**config.mk**
```make
export PLATFORM = sky130hd
export DESIGN_NAME = mem_burst_ctrl_flat
export DESIGN_NICKNAME = d
export VERILOG_FILES = /design/src/rtl/mem_burst_ctrl_if.sv /design/src/rtl/mem_burst_ctrl.sv /design/src/flat_wrapper.sv
export SDC_FILE = /design/constraint.sdc
export NUM_CORES = 1
export LEC_CHECK = 0
export ABC_AREA = 1
export CORE_MARGIN = 4
export CORE_UTILIZATION = 33
export CTS_BUF_LIST = sky130_fd_sc_hd__clkbuf_8
export CTS_CLUSTER_DIAMETER = 30
export DETAILED_ROUTE_END_ITERATION = 10
export HOLD_SLACK_MARGIN = 0.08
export PLACE_DENSITY_LB_ADDON = 0.1
export RECOVER_POWER = 100
export SLEW_MARGIN = 15
export SYNTH_ARGS = -nofsm -noshare
export SYNTH_HDL_FRONTEND = slang
export SYNTH_SLANG_ARGS = --single-unit
```
**constraint.sdc**
```tcl
create_clock -name clk_i -period 2.5 [get_ports clk_i]
set_input_delay 0.5 -clock clk_i [delete_from_list [all_inputs] [get_ports clk_i]]
set_output_delay 0.5 -clock clk_i [all_outputs]
set_load 0.05 [all_outputs]
```
**src/rtl/mem_burst_ctrl_if.sv**
```systemverilog
// rtl/mem_burst_ctrl_if.sv - command, write/read stream and memory-side signals of the burst controller
interface mem_burst_ctrl_if #(
    parameter int WIDTH      = 16,
    parameter int ADDR_WIDTH = 4
);
    logic                  cmd_valid_i;
    logic                  cmd_ready_o;
    logic                  cmd_wr_i;
    logic [ADDR_WIDTH-1:0] cmd_addr_i;
    logic [ADDR_WIDTH:0]   cmd_len_i;

    logic                  wd_valid_i;
    logic                  wd_ready_o;
    logic [WIDTH-1:0]      wd_data_i;

    logic                  rd_valid_o;
    logic                  rd_ready_i;
    logic [WIDTH-1:0]      rd_data_o;

    logic [ADDR_WIDTH-1:0] addr_o;
    logic [WIDTH-1:0]      wdata_o;
    logic [WIDTH-1:0]      rdata_i;
    logic                  wr_rd_o;
    logic                  valid_o;
    logic                  ready_i;

    logic                  busy_o;
    logic                  done_o;
    logic                  err_o;

    modport master (
        input  cmd_valid_i, cmd_wr_i, cmd_addr_i, cmd_len_i,
        output cmd_ready_o,
        input  wd_valid_i, wd_data_i,
        output wd_ready_o,
        input  rd_ready_i,
        output rd_valid_o, rd_data_o,
        output addr_o, wdata_o, wr_rd_o, valid_o,
        input  rdata_i, ready_i,
        output busy_o, done_o, err_o
    );

    modport slave (
        output cmd_valid_i, cmd_wr_i, cmd_addr_i, cmd_len_i,
        input  cmd_ready_o,
        output wd_valid_i, wd_data_i,
        input  wd_ready_o,
        output rd_ready_i,
        input  rd_valid_o, rd_data_o,
        input  addr_o, wdata_o, wr_rd_o, valid_o,
        output rdata_i, ready_i,
        input  busy_o, done_o, err_o
    );
endinterface

```
**src/rtl/mem_burst_ctrl.sv**
```systemverilog
// rtl/mem_burst_ctrl.sv - burst front-end sequencing per-word accesses to a valid/ready memory
module mem_burst_ctrl #(
    parameter int WIDTH      = 16,
    parameter int DEPTH      = 16,
    parameter int ADDR_WIDTH = 4
) (
    input  logic               clk_i,
    input  logic               rst_i,
    mem_burst_ctrl_if.master   bus
);

    typedef enum logic [1:0] {
        IDLE  = 2'd0,
        WRITE = 2'd1,
        READ  = 2'd2,
        DONE  = 2'd3
    } state_t;

    localparam logic [ADDR_WIDTH:0] LEN_MAX = (ADDR_WIDTH+1)'(DEPTH);

    state_t                state, state_n;
    logic [ADDR_WIDTH-1:0] base_addr, base_addr_n;
    logic [ADDR_WIDTH:0]   len, len_n;
    logic [ADDR_WIDTH:0]   issued, issued_n;
    logic [ADDR_WIDTH:0]   completed, completed_n;

    logic                  mem_valid, mem_valid_n;
    logic                  mem_wr, mem_wr_n;
    logic [ADDR_WIDTH-1:0] mem_addr, mem_addr_n;
    logic [WIDTH-1:0]      mem_wdata, mem_wdata_n;
    logic                  rd_valid, rd_valid_n;
    logic [WIDTH-1:0]      rd_data, rd_data_n;
    logic                  busy, busy_n;
    logic                  done, done_n;
    logic                  err, err_n;

    logic                  cmd_ready;
    logic                  cmd_len_bad;
    logic                  wd_ready;
    logic                  wd_fire;
    logic                  mem_fire;
    logic                  rd_req;
    logic                  rd_take;
    logic [ADDR_WIDTH-1:0] beat_addr;

    always_ff @(posedge clk_i) begin
        if (rst_i) begin
            state <= IDLE;
        end else begin
            state <= state_n;
        end
    end

    always_ff @(posedge clk_i) begin
        if (rst_i) begin
            base_addr <= '0;
            len       <= '0;
            issued    <= '0;
            completed <= '0;
            mem_valid <= 1'b0;
            mem_wr    <= 1'b0;
            mem_addr  <= '0;
            mem_wdata <= '0;
            rd_valid  <= 1'b0;
            rd_data   <= '0;
            busy      <= 1'b0;
            done      <= 1'b0;
            err       <= 1'b0;
        end else begin
            base_addr <= base_addr_n;
            len       <= len_n;
            issued    <= issued_n;
            completed <= completed_n;
            mem_valid <= mem_valid_n;
            mem_wr    <= mem_wr_n;
            mem_addr  <= mem_addr_n;
            mem_wdata <= mem_wdata_n;
            rd_valid  <= rd_valid_n;
            rd_data   <= rd_data_n;
            busy      <= busy_n;
            done      <= done_n;
            err       <= err_n;
        end
    end

    always_comb begin
        state_n     = state;
        base_addr_n = base_addr;
        len_n       = len;
        issued_n    = issued;
        completed_n = completed;
        mem_valid_n = mem_valid;
        mem_wr_n    = mem_wr;
        mem_addr_n  = mem_addr;
        mem_wdata_n = mem_wdata;
        rd_valid_n  = rd_valid;
        rd_data_n   = rd_data;
        err_n       = 1'b0;

        cmd_ready   = (state == IDLE);
        cmd_len_bad = (bus.cmd_len_i == '0) || (bus.cmd_len_i > LEN_MAX);
        mem_fire    = mem_valid && bus.ready_i;
        wd_ready    = (state == WRITE) && (issued < len) && (!mem_valid || bus.ready_i);
        wd_fire     = wd_ready && bus.wd_valid_i;
        // Only one read may be outstanding and the output word must have room.
        rd_req      = (state == READ) && !mem_valid && (issued < len) &&
                      (!rd_valid || bus.rd_ready_i);
        rd_take     = rd_valid && bus.rd_ready_i;
        beat_addr   = base_addr + issued[ADDR_WIDTH-1:0];

        unique case (state)
            IDLE: begin
                if (bus.cmd_valid_i) begin
                    if (cmd_len_bad) begin
                        err_n = 1'b1;
                    end else begin
                        base_addr_n = bus.cmd_addr_i;
                        len_n       = bus.cmd_len_i;
                        issued_n    = '0;
                        completed_n = '0;
                        state_n     = bus.cmd_wr_i ? WRITE : READ;
                    end
                end
            end
            WRITE: begin
                if (wd_fire) begin
                    mem_valid_n = 1'b1;
                    mem_wr_n    = 1'b1;
                    mem_addr_n  = beat_addr;
                    mem_wdata_n = bus.wd_data_i;
                    issued_n    = issued + 1'b1;
                end else if (mem_fire) begin
                    mem_valid_n = 1'b0;
                end
                if (mem_fire) begin
                    completed_n = completed + 1'b1;
                end
                if (completed_n == len) begin
                    state_n = DONE;
                end
            end
            READ: begin
                if (rd_req) begin
                    mem_valid_n = 1'b1;
                    mem_wr_n    = 1'b0;
                    mem_addr_n  = beat_addr;
                    issued_n    = issued + 1'b1;
                end
                // A returning word reloads the output register even if the old one drains now.
                if (mem_fire) begin
                    mem_valid_n = 1'b0;
                    rd_valid_n  = 1'b1;
                    rd_data_n   = bus.rdata_i;
                end else if (rd_take) begin
                    rd_valid_n  = 1'b0;
                end
                if (rd_take) begin
                    completed_n = completed + 1'b1;
                end
                if ((completed_n == len) && !rd_valid_n) begin
                    state_n = DONE;
                end
            end
            DONE: begin
                state_n = IDLE;
            end
            default: begin
                state_n = IDLE;
            end
        endcase

        busy_n = (state_n != IDLE);
        done_n = (state_n == DONE);
    end

    assign bus.cmd_ready_o = cmd_ready;
    assign bus.wd_ready_o  = wd_ready;
    assign bus.rd_valid_o  = rd_valid;
    assign bus.rd_data_o   = rd_data;
    assign bus.addr_o      = mem_addr;
    assign bus.wdata_o     = mem_wdata;
    assign bus.wr_rd_o     = mem_wr;
    assign bus.valid_o     = mem_valid;
    assign bus.busy_o      = busy;
    assign bus.done_o      = done;
    assign bus.err_o       = err;

endmodule

```
**src/flat_wrapper.sv**
```systemverilog
// flat-port wrapper written by rule: the top's interface ports become plain ports
module mem_burst_ctrl_flat 
#(
    parameter int WIDTH      = 16,
    parameter int DEPTH      = 16,
    parameter int ADDR_WIDTH = 4
)
  (clk_i, rst_i, bus_cmd_valid_i, bus_cmd_wr_i, bus_cmd_addr_i, bus_cmd_len_i, bus_cmd_ready_o, bus_wd_valid_i, bus_wd_data_i, bus_wd_ready_o, bus_rd_ready_i, bus_rd_valid_o, bus_rd_data_o, bus_addr_o, bus_wdata_o, bus_wr_rd_o, bus_valid_o, bus_rdata_i, bus_ready_i, bus_busy_o, bus_done_o, bus_err_o);
  mem_burst_ctrl_if #(.WIDTH(WIDTH), .ADDR_WIDTH(ADDR_WIDTH)) bus_i ();
  input  logic clk_i;
  input  logic rst_i;
  input wire logic [$bits(bus_i.cmd_valid_i)-1:0] bus_cmd_valid_i;
  input wire logic [$bits(bus_i.cmd_wr_i)-1:0] bus_cmd_wr_i;
  input wire logic [$bits(bus_i.cmd_addr_i)-1:0] bus_cmd_addr_i;
  input wire logic [$bits(bus_i.cmd_len_i)-1:0] bus_cmd_len_i;
  output wire logic [$bits(bus_i.cmd_ready_o)-1:0] bus_cmd_ready_o;
  input wire logic [$bits(bus_i.wd_valid_i)-1:0] bus_wd_valid_i;
  input wire logic [$bits(bus_i.wd_data_i)-1:0] bus_wd_data_i;
  output wire logic [$bits(bus_i.wd_ready_o)-1:0] bus_wd_ready_o;
  input wire logic [$bits(bus_i.rd_ready_i)-1:0] bus_rd_ready_i;
  output wire logic [$bits(bus_i.rd_valid_o)-1:0] bus_rd_valid_o;
  output wire logic [$bits(bus_i.rd_data_o)-1:0] bus_rd_data_o;
  output wire logic [$bits(bus_i.addr_o)-1:0] bus_addr_o;
  output wire logic [$bits(bus_i.wdata_o)-1:0] bus_wdata_o;
  output wire logic [$bits(bus_i.wr_rd_o)-1:0] bus_wr_rd_o;
  output wire logic [$bits(bus_i.valid_o)-1:0] bus_valid_o;
  input wire logic [$bits(bus_i.rdata_i)-1:0] bus_rdata_i;
  input wire logic [$bits(bus_i.ready_i)-1:0] bus_ready_i;
  output wire logic [$bits(bus_i.busy_o)-1:0] bus_busy_o;
  output wire logic [$bits(bus_i.done_o)-1:0] bus_done_o;
  output wire logic [$bits(bus_i.err_o)-1:0] bus_err_o;
  assign bus_i.cmd_valid_i = bus_cmd_valid_i;
  assign bus_i.cmd_wr_i = bus_cmd_wr_i;
  assign bus_i.cmd_addr_i = bus_cmd_addr_i;
  assign bus_i.cmd_len_i = bus_cmd_len_i;
  assign bus_cmd_ready_o = bus_i.cmd_ready_o;
  assign bus_i.wd_valid_i = bus_wd_valid_i;
  assign bus_i.wd_data_i = bus_wd_data_i;
  assign bus_wd_ready_o = bus_i.wd_ready_o;
  assign bus_i.rd_ready_i = bus_rd_ready_i;
  assign bus_rd_valid_o = bus_i.rd_valid_o;
  assign bus_rd_data_o = bus_i.rd_data_o;
  assign bus_addr_o = bus_i.addr_o;
  assign bus_wdata_o = bus_i.wdata_o;
  assign bus_wr_rd_o = bus_i.wr_rd_o;
  assign bus_valid_o = bus_i.valid_o;
  assign bus_i.rdata_i = bus_rdata_i;
  assign bus_i.ready_i = bus_ready_i;
  assign bus_busy_o = bus_i.busy_o;
  assign bus_done_o = bus_i.done_o;
  assign bus_err_o = bus_i.err_o;
  mem_burst_ctrl #(.WIDTH(WIDTH), .DEPTH(DEPTH), .ADDR_WIDTH(ADDR_WIDTH)) u_core (.clk_i(clk_i), .rst_i(rst_i), .bus(bus_i));
endmodule
```
==> results.ini <==
[final_layout]
syn2layout_area_growth_pct = 39.2
layout-drive-gt1-share_pct = 7.87
antenna-diode-count = 0
fin_nets = 616
fin_area_sq_um = 4480

[setup_path]
rr_worst_depth = 12
crit_reg_reg_endpoint = u_core.bus.wdata_o[9]
cp_data_required_time_ps = 2000
cp-start-kind = flop
worst_ep_arrival_time_ps = 1860
critPathMaxFanout = 4
setup.reg_to_reg.worst_slack_ps = 280
worst_setup_path_end_kind = primary output
timing.setup.critical_path_class = flop to primary output
r2r_start = u_core.len[3]

[synth]
synth-seq-cells = 63
ys_types = 32
synth_nets = 518
postSynth.asyncResetShare_pct = 0
synthesis.area_per_instance_sq_um = 7.04
synth_edf_count = 0
yosysSeqAreaShare_pct = 39.2
synth.most_common_cell = nand2_1
yosys.area.top_type = dfxtp_1
synth-main-ff-cell = dfxtp_1
syn-cell-area_sq_um = 3220
ys_top_cells_by_area = dfxtp_1 39%, nand2_1 10%, a21oi_1 7.6%
yosys_warns = 0
synthesis.instances = 457
synth_largest_type_area_fraction_pct = 39.2
ys_top_cells_by_count = 87 x nand2_1, 63 x dfxtp_1, 49 x a21oi_1, 48 x nor2_1, 47 x inv_1

[pwr]
power.ir.vdd_worst_v = 0.000387
power_density_nw_per_um2 = 794
p_leak_nw = 1.92
fin_total_pwr_mw = 3.55

[detailed_routing]
drt-vias-per-instance = 4.69
drt-total-wl_microns = 9250
detailedRoute.firstPassIterationCount = 4
ant_nets = 0
drt_drc_violations_left = 0
wire_per_inst_microns = 13.4
drt_iter0_markers = 75
vias = 3225

[timing]
max_freq_ghz = 0.424
setup_repair_after_global_routing_missed_its_margin = no
fin_hold_ws_ps = 439
slew_headroom_pct = 58.8
final.setup_skew_ps = 8.20
report.final.setup_viol = 0
hold_violations = 0
min_period_over_period_pct = 94.4
layout_min_cycle_time_ps = 2360
tightest_slew_ps = 620
tns_ps = 0
slew_violations = 0

[global_routing]
grt-ovfl-total = 0
first_global_vias = 3179
largest_net_degree_at_the_start_of_global_routing = 33
initial_antenna_violation_count = 0
track_usage_pct = 16.8
grt_first_pass_wirelength_microns = 15300

[worst_hold_path]
hold_class = flop to flop
worst_hold_startpoint = u_core.bus.wdata_o[12]
hold_path_end = u_core.bus.wdata_o[12]
whs_path_depth = 2

[floorplanning]
dieWidth_microns = 107
rows = 35
dieArea_sq_um = 11400
core_area_sq_um = 9370
boundaryPins = 92
initial_core_util_pct = 34.3
die_y_microns = 107

[clocking]
cts.root.buffer_cell = clkbuf_8
path_clk_slew_ps = 70
cts_inserted_buffers = 9
cts-htree-levels = 3
cts_sinks = 63
clk_latency_ps = 330
cts-hold-fix-buffers = 0
clock_tree_from_tritoncts = yes
ctsLongestPathBuffers = 2

[placed_design]
dpl-instance-area_sq_um = 4310
io_buffers = 91
detailed_place_hpwl_microns = 6950
globalplace.congestion = 0.887

[run_status]
status = completed

[job]
cap_violations = 0

-- sequential cells by signal, summed over array words and instances, names as in the netlist, 2 cells and up --
register	flops
u_core.base_addr	4
u_core.bus.addr_o	4
u_core.bus.rd_data_o	16
u_core.bus.wdata_o	16
u_core.completed	5
u_core.issued	5
u_core.len	5
u_core.state	2
-- worst max-delay path: stages (launching register included) --
cell	delay, ps
dfxtp_2	340
inv_1	80
ha_1	280
nand2_1	80
inv_1	50
nand3_1	80
nand3_2	90
a21oi_4	140
nand2_2	80
nor2_4	150
buf_12	140
-- metal layers --
layer	wire, microns	global-route usage (%)	vias up	part of all wire, %
met1	4220	20.8	1432	46
met5	0	0	-	0
met4	61	5.30	0	0.66
met3	829	7.59	4	9.0
met2	4130	26.0	98	45
li1	-	-	1691	-
-- worst max path at each step --
| stage | end | slack (ps) | from | cells past startpoint |
|---|---|---|---|---|
| after global placement | u_core.completed[0] | 170 | bus_cmd_len_i[2] | 12 |
| after global routing | bus_wd_ready_o | 0.01 | u_core.len[3] | 10 |
| final | bus_wd_ready_o | 140 | u_core.len[3] | 10 |
| after CTS | bus_wd_ready_o | 4 | u_core.len[3] | 10 |
| after detailed placement | u_core.issued[1] | 200 | bus_cmd_len_i[2] | 11 |
| after floorplan | bus_wd_ready_o | 170 | u_core.len[4] | 9 |
-- final cells by class --
class,count,area [sq um]
clock buffers,10,138
clock inverters,5,26.3
fillers,978,4890
inverters,54,203
multi-input cells,322,1660
flip-flops and latches,63,1260
well taps,129,161
repair buffers,105,1030
-- logic make-up after synthesis --
kind of cell	Yosys count	synth area share [%]
and+or+nand+nor	198	27.5
xor gates and xnor gates	6	1.63
DFF	63	39.2
adders and majority gates	13	5.29
buffers and inverters	72	9.18
AOI/OAI and AO/OA	105	17.2
-- where the power goes --
| part | switching, mW | total, mW | internal, mW | leakage, nW |
|---|---|---|---|---|
| logic | 1.06 | 1.57 | 0.515 | 1.32 |
| registers | 0.0835 | 1.22 | 1.14 | 0.511 |
| clock network | 0.392 | 0.764 | 0.372 | 0.0891 |
| total | 1.53 | 3.55 | 2.02 | 1.92 |
-- layout by cell type, fill, tap and decap left out, types with 3 or more instances in the layout --
cell / instances
nand3_1: 37
dlygate4sd3_1: 43
buf_4: 11
ha_1: 12
clkinv_2: 3
nand2_2: 3
a21oi_1: 49
xnor2_1: 3
inv_2: 3
inv_1: 50
nand2_1: 89
nand4_1: 12
xor2_1: 3
dfxtp_1: 62
o211ai_1: 4
o21ai_0: 46
clkbuf_8: 10
nor2_1: 48
clkdlybuf4s50_1: 46
-- per-stage QoR --
stage	cells	util (%)	worst slack, ps
after floorplan	457	-	173
final	688	47.8	141
after CTS	687	47.8	3.53
after global routing	688	47.8	0.00955
after global placement	672	46.0	169
after detailed placement	672	46.0	200
-- timing repair --
action | 4_1_cts | 5_1_grt
pin swaps | 0 | 1
buffers inserted | 0 | 1
resized for setup | 1 | 4
setup endpoints to repair | 1 | 1
hold endpoints to repair | 0 | 0
Power figures use the tool's default switching activity.
